<file path="src/rtl/msi_fab_avalon_bridge_n.sv">
// Fabric-to-Avalon-MM bridge: per-channel drop FIFOs, round-robin arbiter, one outstanding
// Avalon transaction. Define MSI_FAB_WR_ACK_EN to return an add-bus ack for every write.
module msi_fab_avalon_bridge_n #(
    parameter int NUM_CH     = 4,
    parameter int ADDR_W     = 32,
    parameter int DATA_W     = 32,
    parameter int FIFO_DEPTH = 4
) (
    input  logic                                  clk,
    input  logic                                  reset_n,
    input  logic [NUM_CH*(16+ADDR_W+DATA_W)-1:0]  fab_drop_bus,
    input  logic [NUM_CH-1:0]                     fab_drop_vld,
    output logic [NUM_CH-1:0]                     fab_drop_rdy,
    output logic [(16+ADDR_W+DATA_W)-1:0]         fab_add_bus,
    output logic                                  fab_add_vld,
    input  logic                                  fab_add_rdy,
    output logic [ADDR_W-1:0]                     av_address,
    output logic                                  av_read,
    output logic                                  av_write,
    output logic [DATA_W-1:0]                     av_writedata,
    input  logic                                  av_waitrequest,
    input  logic [DATA_W-1:0]                     av_readdata,
    input  logic                                  av_readdatavalid
);
    localparam int FAB_W = 16 + ADDR_W + DATA_W;
    localparam int CH_W  = (NUM_CH > 1) ? $clog2(NUM_CH) : 1;
    localparam int PTR_W = $clog2(FIFO_DEPTH);
    localparam int CNT_W = PTR_W + 1;

    typedef enum logic [1:0] {IDLE, ISSUE, WAIT_RD, RESP} state_t;

    logic [FAB_W-1:0]  fifo_head [NUM_CH];
    logic [NUM_CH-1:0] fifo_empty;
    logic [NUM_CH-1:0] pop;

    genvar gi;
    generate
        for (gi = 0; gi < NUM_CH; gi++) begin : g_ch
            logic [FAB_W-1:0] mem_q [FIFO_DEPTH];
            logic [PTR_W-1:0] wr_ptr_q, rd_ptr_q;
            logic [CNT_W-1:0] count_q, count_d;
            logic             rdy_q;
            logic             push;

            assign push = fab_drop_vld[gi] & rdy_q;

            always_comb begin
                count_d = count_q;
                if (push && !pop[gi]) begin
                    count_d = count_q + 1'b1;
                end else if (!push && pop[gi]) begin
                    count_d = count_q - 1'b1;
                end
            end

            // rdy is the registered "not full" of the count that will be visible next cycle
            always_ff @(posedge clk) begin
                if (!reset_n) begin
                    wr_ptr_q <= '0;
                    rd_ptr_q <= '0;
                    count_q  <= '0;
                    rdy_q    <= 1'b1;
                end else begin
                    if (push) wr_ptr_q <= wr_ptr_q + 1'b1;
                    if (pop[gi]) rd_ptr_q <= rd_ptr_q + 1'b1;
                    count_q <= count_d;
                    rdy_q   <= (count_d != CNT_W'(FIFO_DEPTH));
                end
            end

            always_ff @(posedge clk) begin
                if (push) mem_q[wr_ptr_q] <= fab_drop_bus[gi*FAB_W +: FAB_W];
            end

            assign fifo_head[gi]    = mem_q[rd_ptr_q];
            assign fifo_empty[gi]   = (count_q == '0);
            assign fab_drop_rdy[gi] = rdy_q;
        end
    endgenerate

    state_t              state_q;
    logic [CH_W-1:0]     rr_q;
    logic [CH_W-1:0]     win_q;
    logic                op_q;
    logic [6:0]          tag_q;
    logic [ADDR_W-1:0]   av_address_q;
    logic [DATA_W-1:0]   av_writedata_q;
    logic                av_read_q, av_write_q;
    logic                add_vld_q;
    logic [FAB_W-1:0]    add_bus_q;

    logic                grant_vld;
    logic [CH_W-1:0]     grant_idx;
    logic [CH_W-1:0]     scan_idx;
    logic [FAB_W-1:0]    head;
    logic                unused_chan_field;

    // First non-empty channel at or after the round-robin pointer
    always_comb begin
        grant_vld = 1'b0;
        grant_idx = '0;
        scan_idx  = '0;
        for (int i = 0; i < NUM_CH; i++) begin
            scan_idx = CH_W'((int'(rr_q) + i) % NUM_CH);
            if (!grant_vld && !fifo_empty[scan_idx]) begin
                grant_vld = 1'b1;
                grant_idx = scan_idx;
            end
        end
    end

    always_comb begin
        pop = '0;
        if (state_q == IDLE && grant_vld) pop[grant_idx] = 1'b1;
    end

    assign head = fifo_head[grant_idx];
    // The incoming channel field is replaced by the physical index in responses
    assign unused_chan_field = ^head[FAB_W-9 -: 8];

    always_ff @(posedge clk) begin
        if (!reset_n) begin
            state_q        <= IDLE;
            rr_q           <= '0;
            win_q          <= '0;
            op_q           <= 1'b0;
            tag_q          <= '0;
            av_address_q   <= '0;
            av_writedata_q <= '0;
            av_read_q      <= 1'b0;
            av_write_q     <= 1'b0;
            add_vld_q      <= 1'b0;
            add_bus_q      <= '0;
        end else begin
            case (state_q)
                IDLE: begin
                    if (grant_vld) begin
                        op_q           <= head[FAB_W-1];
                        tag_q          <= head[FAB_W-2 -: 7];
                        win_q          <= grant_idx;
                        av_address_q   <= head[DATA_W +: ADDR_W];
                        av_writedata_q <= head[DATA_W-1:0];
                        av_read_q      <= head[FAB_W-1];
                        av_write_q     <= !head[FAB_W-1];
                        rr_q           <= (grant_idx == CH_W'(NUM_CH - 1)) ? '0 : grant_idx + 1'b1;
                        state_q        <= ISSUE;
                    end
                end
                ISSUE: begin
                    if (!av_waitrequest) begin
                        av_read_q  <= 1'b0;
                        av_write_q <= 1'b0;
                        if (op_q) begin
                            state_q <= WAIT_RD;
                        end else begin
`ifdef MSI_FAB_WR_ACK_EN
                            add_bus_q <= {1'b0, tag_q, 8'(win_q), av_address_q, {DATA_W{1'b0}}};
                            add_vld_q <= 1'b1;
                            state_q   <= RESP;
`else
                            state_q   <= IDLE;
`endif
                        end
                    end
                end
                WAIT_RD: begin
                    if (av_readdatavalid) begin
                        add_bus_q <= {1'b1, tag_q, 8'(win_q), av_address_q, av_readdata};
                        add_vld_q <= 1'b1;
                        state_q   <= RESP;
                    end
                end
                RESP: begin
                    if (fab_add_rdy) begin
                        add_vld_q <= 1'b0;
                        state_q   <= IDLE;
                    end
                end
                default: state_q <= IDLE;
            endcase
        end
    end

    assign av_address   = av_address_q;
    assign av_writedata = av_writedata_q;
    assign av_read      = av_read_q;
    assign av_write     = av_write_q;
    assign fab_add_vld  = add_vld_q;
    assign fab_add_bus  = add_bus_q;

endmodule
</file>
<file path="config.mk">
export PLATFORM = sky130hd
export DESIGN_NAME = msi_fab_avalon_bridge_n
export DESIGN_NICKNAME = d
export VERILOG_FILES = /design/src/rtl/msi_fab_avalon_bridge_n.sv
export SDC_FILE = /design/constraint.sdc
export NUM_CORES = 1
export LEC_CHECK = 0
export CAP_MARGIN = 20
export CORE_UTILIZATION = 60
export CTS_CLUSTER_DIAMETER = 100
export DETAILED_ROUTE_END_ITERATION = 7
export GPL_ROUTABILITY_DRIVEN = 0
export PLACE_DENSITY = 0.87
export SYNTH_ARGS = -nofsm -noshare
export SYNTH_HDL_FRONTEND = slang
export SYNTH_SLANG_ARGS = --single-unit
</file>
<file path="constraint.sdc">
create_clock -name clk -period 6.04 [get_ports clk]
set_clock_uncertainty 0.05 [all_clocks]
set_input_delay 1.51 -clock clk [delete_from_list [all_inputs] [get_ports clk]]
set_output_delay 1.51 -clock clk [all_outputs]
set_load 0.1 [all_outputs]
</file>
Yosys cells after proc, flatten, opt, wreduce, memory -nomap -nowiden
Memory sizes are Yosys's and may differ from the RTL's. A register that Yosys moved wholly into a read port is not among the register bits. Index checks and enable logic that the tools add are counted.

Add/sub/neg operators: 20. $mul: 0. Div/mod/pow operators: 0. Magnitude comparators: 7. Equal/unequal tests: 12. Shift operators: 0. Mux-type cells: 61. Bitwise operators: 5. Reduce and logical (&&, ||, !) cells: 39.

Operators by type and width (count): $bmux W80 S2 (1); $mux W80 (2); $mux W2 (18); $mux W3 (8); $mux W1 (22); $add A2 B1 Y2 const B (10); $lt A2 B3 Y1 const B (5); $logic_not A1 Y1 (14); $logic_and A1 B1 Y1 (13); $add A3 B1 Y3 const B (4); $logic_not A3 Y1 (4); $ne A3 B3 Y1 const B (4); $sub A3 B1 Y3 const B (4); $bmux W1 S2 (4); $ne A2 B2 Y1 const B (4); $pmux W2 S4 (1); $eq A2 B2 Y1 const B (3); $pmux W1 S2 (3); $reduce_and A3 Y1 (2); $add A2 B2 Y2 const B (2); $and A1 B1 Y1 (4); $mux W4 (1); $reduce_and A2 Y1 (2); $reduce_and A4 Y1 (1); 7 further kinds (8).

Bits in registers: 187. Bits in latches: 0. Bits in writable memories: 1280. Memory bits (read-only): 0. Bits of input ports: 361. Output and inout port bits: 151. Word-level logic and storage cells: 175. Memories: 4.

Memory list: g_ch[0].mem_q (words 4, bits a word 80, read ports 1, clocked after Yosys merged registers in 1, write ports 1, line 39) `logic [FAB_W-1:0] mem_q [FIFO_DEPTH];`; g_ch[1].mem_q (words 4, bits a word 80, read ports 1, clocked after Yosys merged registers in 1, write ports 1, line 39); g_ch[2].mem_q (words 4, bits a word 80, read ports 1, clocked after Yosys merged registers in 1, write ports 1, line 39); g_ch[3].mem_q (words 4, bits a word 80, read ports 1, clocked after Yosys merged registers in 1, write ports 1, line 39).

Logic depth before layout (Yosys ltp)
Gate-level depths: netlist of the first run.

Word-level depth: 21. Depth in mapped cells: 12. Mapped depth without buffers: 9.

Least setup slack after synthesis of the first run
Ideal clock, no wire load.

Path type: input port to flip-flop. Start: in fab_drop_vld[3]. End: mem g_ch[3].mem_q[0][0] (netlist name) (enable). Setup time: 0.438 ns. Arrival time: 3.249 ns. Data required time: 5.552 ns. Path slack: 2.303 ns. Stages on the path: 1. Buffers on the path: 0. Cell sequence: and3_1.

Cells in the longest elaborated chain, start to end: 3.

Ends and longest elaborated chain: from (decl) (line 12) `input logic [NUM_CH-1:0] fab_drop_vld,`; $and A1 B1 Y1 (line 45) `assign push = fab_drop_vld[gi] & rdy_q;`; $mux W1 (line 72) `if (push) mem_q[wr_ptr_q] <= fab_drop_bus[gi*FAB_W +: FAB_W];`; $mux W1 (implied by the code) (line 72); to (decl) (line 39).

Every way passes these cells.

Worst setup path in the final report of the first run
Start: reg av_address_q[3], in the netlist av_address[3]. End: out av_address[3].

RTL lines: from (decl) (line 86) `logic [ADDR_W-1:0] av_address_q;`; from (signal assigned) (line 141) `av_address_q <= head[DATA_W +: ADDR_W];`; to (decl) (line 17) `output logic [ADDR_W-1:0] av_address,`.

No word-level cell between the ends.

==> reports/results.ini, run 1 <==
[timing]
setup_viol = 0
period_share_pct = 66.4
timing.fmax_mhz = 249
hold_viol_final = 0
drv_slew = 0
worst_pin_slew_ns = 1.15
tns_ns = 0
rsz0062_at_grt = no
min_period_ns = 4.01
slew-limit-headroom_pct = 23.0
fin_ws_ns = 2.03

[detailed_routing]
wire_per_inst_um = 29.3
route.detailed.drc = 0
via_count = 28409
viasPerCell = 6.37
wl_mm = 130
antenna_left = 0
drt_iter0_markers = 3074
drt_first_pass_iters = 6

[hold_path]
hold_depth = 2
hp-start = fab_add_bus[56]
whs_endpoint = fab_add_bus[56]
hp-class = register to register

[logic_synthesis]
synth_cell_type_count = 57
synth_area_per_cell_um2 = 18.9
yosys.area.top_type = edfxtp_1
syn_area_mm2 = 0.0509
yosys-top-cells-area = edfxtp_1 68%, mux4_2 13%, dfxtp_1 7.7%, nand2_1 2.3%, a22o_1 1.2%
ys_seq_area_share_pct = 75.6
synth-seq-cells = 1347
synth_warnings = 0
async_flop_share_pct = 0
synth_ff_type = edfxtp_1
yosysTopAreaCellShare_pct = 68.0
syn_inst = 2700
synth-edff-count = 1152

[setup_path]
ff2ff_setup_slack_ns = 2.34
cp_top_family = buffers and inverters
start_kind = register
r2r-end = av_writedata[24]
required_ns = 4.48
r2r_cells = 9
regToRegStartpoint = g_ch[2].count_q[0]
cp_slowest_stage_delay_ns = 1.22
worst_path_max_delay_cell = clkdlybuf4s50_1
cp.arrival_ns = 2.45
worstPathCellList = clkdlybuf4s50_1
end_kind = primary output
criticalPathCategory = register to primary output
path_buf_inv = 1
critPathMaxFanout = 3

[clock_tree]
cts_tree = done
cts_resized = 0
cts_buffers = 134
cts_sinks = 1347
cts_hold_buf = 0
postCtsSetupBuffers = 0
clk_latency_ns = 0.74
clk_pin_slew_ns = 0.06
cts_root_buf = clkbuf_16
cts_buffer_depth = 3
cts_max_level = 4

[grt]
grt_max_degree = 151
antenna_found_initial = 49
grt_pass1_vias = 29325
grt_overflow_total = 0
grt.total_usage_pct = 30.5
grt_pass1_wl_mm = 189

[place]
dp_hpwl_mm = 79.1
io_buffers = 473
place_ws_ns = 2.01

[pwr]
peakVddDrop_mv = 0.824
powerDensity_mw_per_mm2 = 474
p_leak_uw = 0.0196

[floorplanning]
num_io_pins = 512
fp.coreArea_mm2 = 0.0838
start_util_pct = 60.7
die_w_um = 293
row_count = 106
design.die.area_mm2 = 0.0860
fp.dieH_um = 293

[layout]
layout_common_cells = 1152 x edfxtp_1, 473 x clkdlybuf4s50_1, 315 x nand2_1, 288 x mux4_2, 187 x dfxtp_1
layout_commonest_cell = edfxtp_1
area_growth_pct = 20.5
fin_nets = 3576
final_layout_size_suffix_gt1_share_pct = 17.1

[run_status]
status = completed

[flow_run]
maxCapViolCount = 0

[worst max-delay path by stage]
stage / startpoint / to / depth (start not counted)
6_report: av_address[3] / av_address[3] / 1
5_1_grt: g_ch[2].rdy_q / fab_drop_rdy[2] / 1
4_1_cts: g_ch[2].rdy_q / fab_drop_rdy[2] / 1
3_5_place_dp: fab_drop_vld[1] / g_ch[1].mem_q[1][62] / 3
3_3_place_gp: reset_n / av_writedata[11] / 5
2_1_floorplan: fab_drop_vld[3] / g_ch[3].mem_q[0][0] / 1
[cell usage after synthesis, drive strengths merged, types with 3 or more instances]
library cell     n
a22o            71
a2bb2oi          4
o31ai            4
edfxtp        1152
nand2          315
dfxtp          195
a211oi          75
o21ai            5
inv             22
and3            17
nor3             9
a21oi           89
xnor2           15
nor2            33
and2            73
o311ai           3
mux2i            6
buf             66
nand2b           8
xor2             4
nand3           13
clkbuf         105
ha              28
o211ai           3
mux4           288
a31oi           73
[per-stage QoR]
step	std cells	hold slack (ns)	power, uW	cell area [um^2]	util (%)
finish	4457	0.404	29100	61300	73.2
global route	4444	0.429	30000	61300	73.2
CTS	4425	0.407	29100	61300	73.1
detailed placement	4184	0.395	20900	57000	68.0
global placement	4181	0.391	20500	56900	67.9
floorplan	2705	0.382	17800	50900	-
[sequential cells by signal, indices dropped and copies added (netlist names), 2 cells and up, named ones only]
signal and count:
fab_add_bus 74, rr_q 2, g_ch.rdy_q 4, g_ch.mem_q 1152, win_q 2, av_address 32, g_ch.wr_ptr_q 8, tag_q 7
g_ch.count_q 12, av_writedata 32, g_ch.rd_ptr_q 8
[layout make-up]
cell class	count	area, um^2
well taps	1134	1420
repair buffers	517	5200
flip-flops and latches	1347	38500
clock buffers	186	3690
inverters	22	85.1
fillers	4732	22500
multi-input cells	1165	11700
diodes	31	77.6
clock inverters	55	591
[routing by layer]
metal	part of all wire [%]	vias up	wire length, um	global-route usage (%)
met4	3.3	48	4310	11.6
met2	51	1637	66700	51.1
met3	10	332	13300	7.74
li1	-	11810	-	-
met1	35	14582	45800	38.8
met5	0.22	-	282	0
[report_power, final]
| part | total (uW) | internal, uW | switching [uW] |
|---|---|---|---|
| logic | 9090 | 3130 | 5960 |
| clock network | 8150 | 4630 | 3520 |
| registers | 11800 | 11200 | 664 |
| total | 29100 | 18900 | 10100 |
[kinds of logic after synthesis]
kind of cell	Yosys count	synth area share (%)
xor gates and xnor gates	19	0.327
AOI/OAI and AO/OA	340	4.68
and+or+nand+nor	476	4.18
buffers and inverters	193	1.59
muxes	295	12.9
adders and majority gates	29	0.708
DFF	1347	75.6
other	1	0.00737
No activity file was read; power rests on OpenSTA's default activity.
==> inputs of run 2 (changes only) <==
Settings changed: CORE_UTILIZATION 60 to 57, PLACE_DENSITY 0.87 to 0.84.
Clock period 6.04 ns to 4.2 ns, I/O delays scaled along.
==> run 2 against run 1 <==
Against the previous run:
- sequential power increased by 44%
- hold slack got worse by 0.0018 ns
- design area increased by 0.76%
- die area increased by 5.2%
- final cell count increased by 1.2%
- clock power increased by 44%
- highest routed layer unchanged
==> reports/results.ini, run 2 (same netlist as run 1, synthesis figures left out) <==
[floorplanning]
num_io_pins = 512
die_w_um = 301
start_util_pct = 57.6
fp.coreArea_mm2 = 0.0884
fp.dieH_um = 301
design.die.area_mm2 = 0.0905
row_count = 109

[layout]
layout_commonest_cell = edfxtp_1
final_layout_size_suffix_gt1_share_pct = 17.8
regMostFlops = g_ch.mem_q
largest_register_ffs = 1152
layout_common_cells = 1152 x edfxtp_1, 470 x clkdlybuf4s50_1, 315 x nand2_1, 288 x mux4_2, 187 x dfxtp_1
final_cells = 4511
area_growth_pct = 21.4
fin_area_mm2 = 0.0618
fin_nets = 3592

[clock_tree]
cts_sinks = 1347
cts_max_level = 4
clk_pin_slew_ns = 0.06
clk_latency_ns = 0.73
cts_buffers = 135
cts_tree = done
cts_hold_buf = 0
cts_resized = 0
cts_root_buf = clkbuf_16
cts_buffer_depth = 3
postCtsSetupBuffers = 0

[hold_path]
hp-class = register to register
hold_depth = 2

[pwr]
total_power_uw = 42200
powerDensity_mw_per_mm2 = 683
p_leak_uw = 0.0198
peakVddDrop_mv = 0.613

[timing]
tns_ns = 0
holdWs_ns = 0.402
slew-limit-headroom_pct = 25.4
drv_slew = 0
timing.fmax_mhz = 273
hold_viol_final = 0
setup_viol = 0
period_share_pct = 87.2
rsz0062_at_grt = no
worst_pin_slew_ns = 1.12
min_period_ns = 3.66

[setup_path]
worst-path-stages = 10
worstPathCellList = inv_1 > ha_1 > nor2b_1 > a211oi_1 > o32a_4 > buf_4 > buf_4 > a211oi_1 > a31oi_1 > a22o_1
cp_slowest_stage_delay_ns = 0.73
end_kind = register
worst_path_max_delay_cell = o32a_4
cp_top_family = compound AO/OA/AOI/OAI gates
required_ns = 4.81
start_kind = register
critPathMaxFanout = 44
criticalPathCategory = register to register
path_buf_inv = 3
cp.arrival_ns = 4.27
r2r_cells = 10

[detailed_routing]
via_count = 28628
drt_iter0_markers = 3392
drt_first_pass_iters = 6
route.detailed.drc = 0
antenna_left = 0
viasPerCell = 6.35
wl_mm = 132
wire_per_inst_um = 29.3

[place]
dp_hpwl_mm = 82.5
place_inst = 4231
io_buffers = 473
placed_area_mm2 = 0.0574

[grt]
antenna_found_initial = 41
grt_pass1_vias = 29183
grt_overflow_total = 0
grt_pass1_wl_mm = 191
grt.total_usage_pct = 29.2
grt_max_degree = 102

[run_status]
status = completed

[flow_run]
maxCapViolCount = 0

-- run 2: per-stage QoR --
| stage | util (%) | setup WS [ns] |
|---|---|---|
| 2_1_floorplan | - | 0.923 |
| 3_3_place_gp | 64.9 | 0.758 |
| 3_5_place_dp | 64.9 | 0.724 |
| 4_1_cts | 69.8 | 0.585 |
| 5_1_grt | 69.9 | 0.373 |
| 6_report | 69.9 | 0.537 |
-- run 2: worst reg2reg max path, cell delays in order, from the launching register on --
cell	delay, ns
dfxtp_1	0.45
inv_1	0.13
ha_1	0.21
nor2b_1	0.20
a211oi_1	0.54
o32a_4	0.73
buf_4	0.48
buf_4	0.25
a211oi_1	0.13
a31oi_1	0.25
a22o_1	0.17
-- run 2: worst paths after layout --
| kind | to | slack [ns] | from |
|---|---|---|---|
| setup / recovery | av_address[16] | 0.54 | g_ch[2].count_q[0] |
| hold / removal | fab_add_bus[55] | 0.40 | fab_add_bus[55] |
| setup reg to reg | av_address[16] | 0.54 | g_ch[2].count_q[0] |
| hold reg to reg | fab_add_bus[55] | 0.40 | fab_add_bus[55] |
-- run 2: final cells by class --
| class | instances | area [um^2] |
|---|---|---|
| Sequential cell | 1347 | 38500 |
| Fill cell | 5147 | 26600 |
| Multi-Input combinational cell | 1165 | 11700 |
| Timing Repair Buffer | 532 | 5580 |
| Clock buffer | 194 | 3890 |
| Tap cell | 1165 | 1460 |
| Clock inverter | 52 | 443 |
| Inverter | 22 | 85.1 |
| Antenna cell | 34 | 85.1 |
-- run 2: per-layer routing --
metal / vias up / wire length (um) / track usage, %
met2: 1794 / 66500 / 48.0
met1: 14652 / 47500 / 37.3
li1: 11838 / - / -
met5: - / 195 / 0
met3: 314 / 12700 / 6.86
met4: 30 / 5360 / 13.1
-- run 2: power breakdown --
part | internal, uW | switching [uW] | leakage (uW) | total [uW]
clock | 6770 | 4920 | 0.00213 | 11700
sequential | 16000 | 939 | 0.0122 | 17000
combinational | 4830 | 8740 | 0.00552 | 13600
total | 27600 | 14600 | 0.0198 | 42200
